$ cat src/rtl/dlatch_if.sv
// Signal bundle for the clocked D-latch emulation: enable/data in, latched state out.
interface dlatch_if #(
  parameter int WIDTH = 1,
  parameter int CNT_W = 8
);
  logic             en;
  logic [WIDTH-1:0] d;
  logic [WIDTH-1:0] q;
  logic             valid;
  logic             changed;
  logic [CNT_W-1:0] hold_cnt;

  modport master (output en, d, input q, valid, changed, hold_cnt);
  modport slave  (input en, d, output q, valid, changed, hold_cnt);
endinterface

$ cat src/rtl/dlatch.sv
// Clock-synchronous emulation of a transparent D latch, with capture-valid,
// change-pulse and saturating hold-cycle counter. q is always a register output.
module dlatch #(
  parameter int WIDTH = 1,
  parameter int CNT_W = 8
) (
  input  logic     clk,
  input  logic     rst_n,
  dlatch_if.slave  bus
);

  logic [WIDTH-1:0] r_q;
  logic             r_valid;
  logic             r_changed;
  logic [CNT_W-1:0] r_hold_cnt;

  // NOTE: state uses non-blocking assignments so every register samples the
  // pre-edge value of r_q; blocking here would compare d against the new q.
  always_ff @(posedge clk or negedge rst_n) begin
    if (!rst_n) begin
      r_q        <= '0;
      r_valid    <= 1'b0;
      r_changed  <= 1'b0;
      r_hold_cnt <= '0;
    end else if (bus.en) begin
      r_q        <= bus.d;
      r_valid    <= 1'b1;
      r_changed  <= (bus.d != r_q);
      r_hold_cnt <= '0;
    end else begin
      // Holding: d is ignored entirely, so X/Z on d cannot reach q.
      r_changed <= 1'b0;
      if (r_hold_cnt != '1)
        r_hold_cnt <= r_hold_cnt + 1'b1;
    end
  end

  assign bus.q        = r_q;
  assign bus.valid    = r_valid;
  assign bus.changed  = r_changed;
  assign bus.hold_cnt = r_hold_cnt;

endmodule

$ cat src/flat_wrapper.sv
// flat-port wrapper written by rule: the top's interface ports become plain ports
module dlatch_flat 
#(
  parameter int WIDTH = 1,
  parameter int CNT_W = 8
)
  (clk, rst_n, bus_en, bus_d, bus_q, bus_valid, bus_changed, bus_hold_cnt);
  dlatch_if #(.WIDTH(WIDTH), .CNT_W(CNT_W)) bus_i ();
  input  logic clk;
  input  logic rst_n;
  input wire logic [$bits(bus_i.en)-1:0] bus_en;
  input wire logic [$bits(bus_i.d)-1:0] bus_d;
  output wire logic [$bits(bus_i.q)-1:0] bus_q;
  output wire logic [$bits(bus_i.valid)-1:0] bus_valid;
  output wire logic [$bits(bus_i.changed)-1:0] bus_changed;
  output wire logic [$bits(bus_i.hold_cnt)-1:0] bus_hold_cnt;
  assign bus_i.en = bus_en;
  assign bus_i.d = bus_d;
  assign bus_q = bus_i.q;
  assign bus_valid = bus_i.valid;
  assign bus_changed = bus_i.changed;
  assign bus_hold_cnt = bus_i.hold_cnt;
  dlatch #(.WIDTH(WIDTH), .CNT_W(CNT_W)) u_core (.clk(clk), .rst_n(rst_n), .bus(bus_i));
endmodule
$ cat config.mk
export PLATFORM = sky130hd
export DESIGN_NAME = dlatch_flat
export DESIGN_NICKNAME = d
export VERILOG_FILES = /design/src/rtl/dlatch_if.sv /design/src/rtl/dlatch.sv /design/src/flat_wrapper.sv
export SDC_FILE = /design/constraint.sdc
export NUM_CORES = 1
export LEC_CHECK = 0
export CORE_MARGIN = 5
export CORE_UTILIZATION = 39
export DETAILED_ROUTE_END_ITERATION = 8
export PLACE_DENSITY_LB_ADDON = 0.05
export RECOVER_POWER = 50
export REMOVE_ABC_BUFFERS = 1
export SKIP_CTS_REPAIR_TIMING = 1
export SYNTH_ARGS = -nofsm -noshare
export SYNTH_HDL_FRONTEND = slang
export SYNTH_SLANG_ARGS = --single-unit
export TNS_END_PERCENT = 50
$ cat constraint.sdc
create_clock -name clk -period 1.8 [get_ports clk]
set_input_delay 0.45 -clock clk [delete_from_list [all_inputs] [get_ports clk]]
set_output_delay 0.45 -clock clk [all_outputs]
set_load 0.03 [all_outputs]
==> summary.md <==
| Metric | Value |
|---|---|
| Status | completed |
| Register area | 275 sq um |
| Internal power | 0.000372 W |
| Seq/Total Area, Yosys | 51.5% |
| Clk_lat worst skew | 260 ps |
| Wire length per cell | 13.3 um |
| Max Freq | 574 MHz |
| Drt drc | 0 |
| Asr flop ratio synth | 100% |
| Initial antenna violation count | 0 |
| Worst VDD drop | 0.348 mV |
| First-pass GRT wire length | 1880 um |
| Placement Cell Area | 684 sq um |
| Initial Util | 41.1% |
| CP top delay family | buffers and inverters |
| CTS H-tree depth | 1 |
| Cts bufs inserted | 3 |
| Share of cells above drive strength 1 | 10.1% |
| Seq pwr share | 53.3% |
| Synth Flop Type | dfrtp_1 |
| Hold WS | 490 ps |
| Port bufs | 14 |
| Crit share post-route | 96.7% |
| Pin count of the biggest net entering global routing | 12 |
| Fin. max-slew vios | 0 |
| Global Route met2 Usage | 20.3% |
| Final Hold Viols | 0 |
| Width of the die | 47.0 um |
| Count of final setup violators | 0 |
| Via count | 462 |
| Clock root buffer | clkbuf_4 |
| Most frequent cells after synthesis | 11 x dfrtp_1, 5 x nor3_1 |
| Final Net Count | 75 |
| Routing usage on met3 | 3.45% |
| Placed instance count | 80 |
| DRT antenna net count | 0 |
| Hold Crit Class | flop to flop |
| CP peak stage delay | 670 ps |
| Slew headroom | 67.5% |
| DP HPWL | 865 um |
| Maxcap violations | 0 |
| Die Height | 47.0 um |
| CP Capture Type | output pin |
| Gr ovfl total | 0 |
| Most frequent cell after synthesis | dfrtp_1 |
| Final RePlAce weighted congestion | 0.760 |
| Overall power | 0.000500 W |
| IO Pins | 15 |
| Crit path max fanout | 2 |
| Share of the synthesized area in the top cell type | 51.5% |
| Synth Register Bits | 11 |
| Core area | 0.00130 sq mm |
| Multi-input logic area | 231 sq um |
| Synth unique cells | 25 |
| Drt total wl | 1110 um |
| Via density | 5.50 |
| Cell taking the most area after synthesis | dfrtp_1 |
| Pleak | 0.413 nW |
| CTS tree | built |
| Non-filler cells, final | 84 |
| Vias in the first global route | 428 |
| Router iterations before antenna repair | 4 |
| Die area | 0.00221 sq mm |
| CTS Sinks | 11 |
| Critical path required time | 1350 ps |
| Net Sw Frac | 25.5% |
| Final Critical Period | 1740 ps |
| Clk slew on worst S/H paths | 70 ps |
| CP Class | flop to output pin |
| Startpoint types | flop |
| Worst Path Buf+Inv | 1 |
| Cell count after synthesis | 52 |
| Finished layout cell area | 727 sq um |
| Combinational share of power | 14.0% |
| RSZ-0062 raised after global routing | no |
| # rows | 13 |
| # diodes | 0 |
| Worst slew pin tran | 486 ps |
| Synth warnings | 0 |
| Worst EP arrival | 1290 ps |
| Area grow syn2layout | 36.1% |
| Most Crowded Layer GR | met2 |
| Total Routing Usage GR | 12.6% |
| Clk buf depth | 2 |
| Slowest CP cell | clkdlybuf4s50_1 |
| Top post-synthesis cells by area | dfrtp_1 52%, nor3_1 4.7%, a31oi_1 3.5%, a21oi_1 2.8%, nand3_1 2.8% |
| Syn_area_per_cell | 10.3 sq um |
| Met1 global-route usage | 15.2% |
| Setup Skew | 5.52 ps |
| Post-synth EDFFs | 0 |
| Clock power share | 32.7% |
| Fillers | 126 |
| DR iter-0 viols | 18 |
| Synth Cell Area | 534 sq um |
| Cell area power density | 688 mW/mm^2 |
| CP Cell Sequence | clkdlybuf4s50_1 |
| Psw | 0.000128 W |
-- stage by stage --
stage	setup slack, ps	TNS (ps)	utilization, %
final	58.8	0	55.9
after global routing	4.33	0	55.9
after CTS	-94.6	-463	54.6
after detailed placement	207	0	52.6
after global placement	218	0	52.6
after floorplan	317	0	-
-- placed cells by master, fill, tap and decap left out, drive strengths merged --
cell | Yosys | layout
nor4 | 1 | 1
or2 | 1 | 1
and4 | 1 | 1
nand3 | 3 | 3
nor3 | 5 | 5
and2 | 1 | 1
o21bai | 1 | 1
nand4 | 2 | 2
a211oi | 2 | 2
and3 | 2 | 2
a21oi | 3 | 3
a31oi | 3 | 3
clkdlybuf4s50 | 0 | 3
dfrtp | 11 | 11
nor3b | 2 | 2
mux2 | 1 | 1
buf | 2 | 1
clkbuf | 1 | 5
nor2 | 2 | 2
inv | 1 | 1
dlymetal6s2s | 0 | 8
xor2 | 1 | 1
o21ai | 3 | 3
dlygate4sd3 | 0 | 3
ha | 1 | 1
nand2 | 2 | 2
-- final timing paths --
kind                       depth (start not counted)                          startpoint                                 end  slack [ps]
setup / recovery                                   1        u_core.bus.valid$_DFFE_PN0P_                           bus_valid          60
hold / removal                                     1        u_core.bus.valid$_DFFE_PN0P_        u_core.bus.valid$_DFFE_PN0P_         490
setup reg to reg                                   4  u_core.bus.hold_cnt[0]$_DFFE_PN0P_  u_core.bus.hold_cnt[7]$_DFFE_PN0P_         330
hold reg to reg                                    1        u_core.bus.valid$_DFFE_PN0P_        u_core.bus.valid$_DFFE_PN0P_         490
max in group asynchronous                          1                               rst_n  u_core.bus.hold_cnt[7]$_DFFE_PN0P_         890
min in group asynchronous                          1                               rst_n  u_core.bus.hold_cnt[5]$_DFFE_PN0P_         580
-- power by group through the flow --
stage / Clock, W / Combinational [W] / Sequential, W
after floorplan: 0 / 0.0000150 / 0.000290
after global placement: 0 / 0.0000741 / 0.000271
after detailed placement: 0 / 0.0000750 / 0.000272
after CTS: 0.000177 / 0.0000753 / 0.000267
after global routing: 0.000188 / 0.0000774 / 0.000268
final: 0.000164 / 0.0000701 / 0.000266
-- metal layers --
metal	up-vias	routed length [um]
met1	218	464
met2	16	561
met4	0	0
met5	-	0
li1	228	-
met3	0	86
-- cell type report --
class,instances,share of cell area (%)
clock buffers,4,3.61
inverters,1,0.516
multi-input cells,37,31.8
flip-flops and latches,11,37.9
well taps,15,2.58
repair buffers,16,23.6
-- cells by family (layout without fill, tap and decap cells) --
| kind of cell | count (synthesis) | count (layout) | synth area share [%] |
|---|---|---|---|
| adders and majority gates | 1 | 1 | 2.34 |
| DFF | 11 | 11 | 51.5 |
| AOI/OAI and AO/OA | 12 | 12 | 14.3 |
| xor gates and xnor gates | 1 | 1 | 1.64 |
| buffers and inverters | 4 | 21 | 5.15 |
| and+or+nand+nor | 22 | 22 | 23.0 |
| muxes | 1 | 1 | 2.11 |
-- state kept, by name, summed over array words and instances, names as in the netlist --
signal,flops
u_core.bus.hold_cnt,8
u_core.bus.changed,1
u_core.bus.q,1
u_core.bus.valid,1
(Power assumes the default switching activity.)
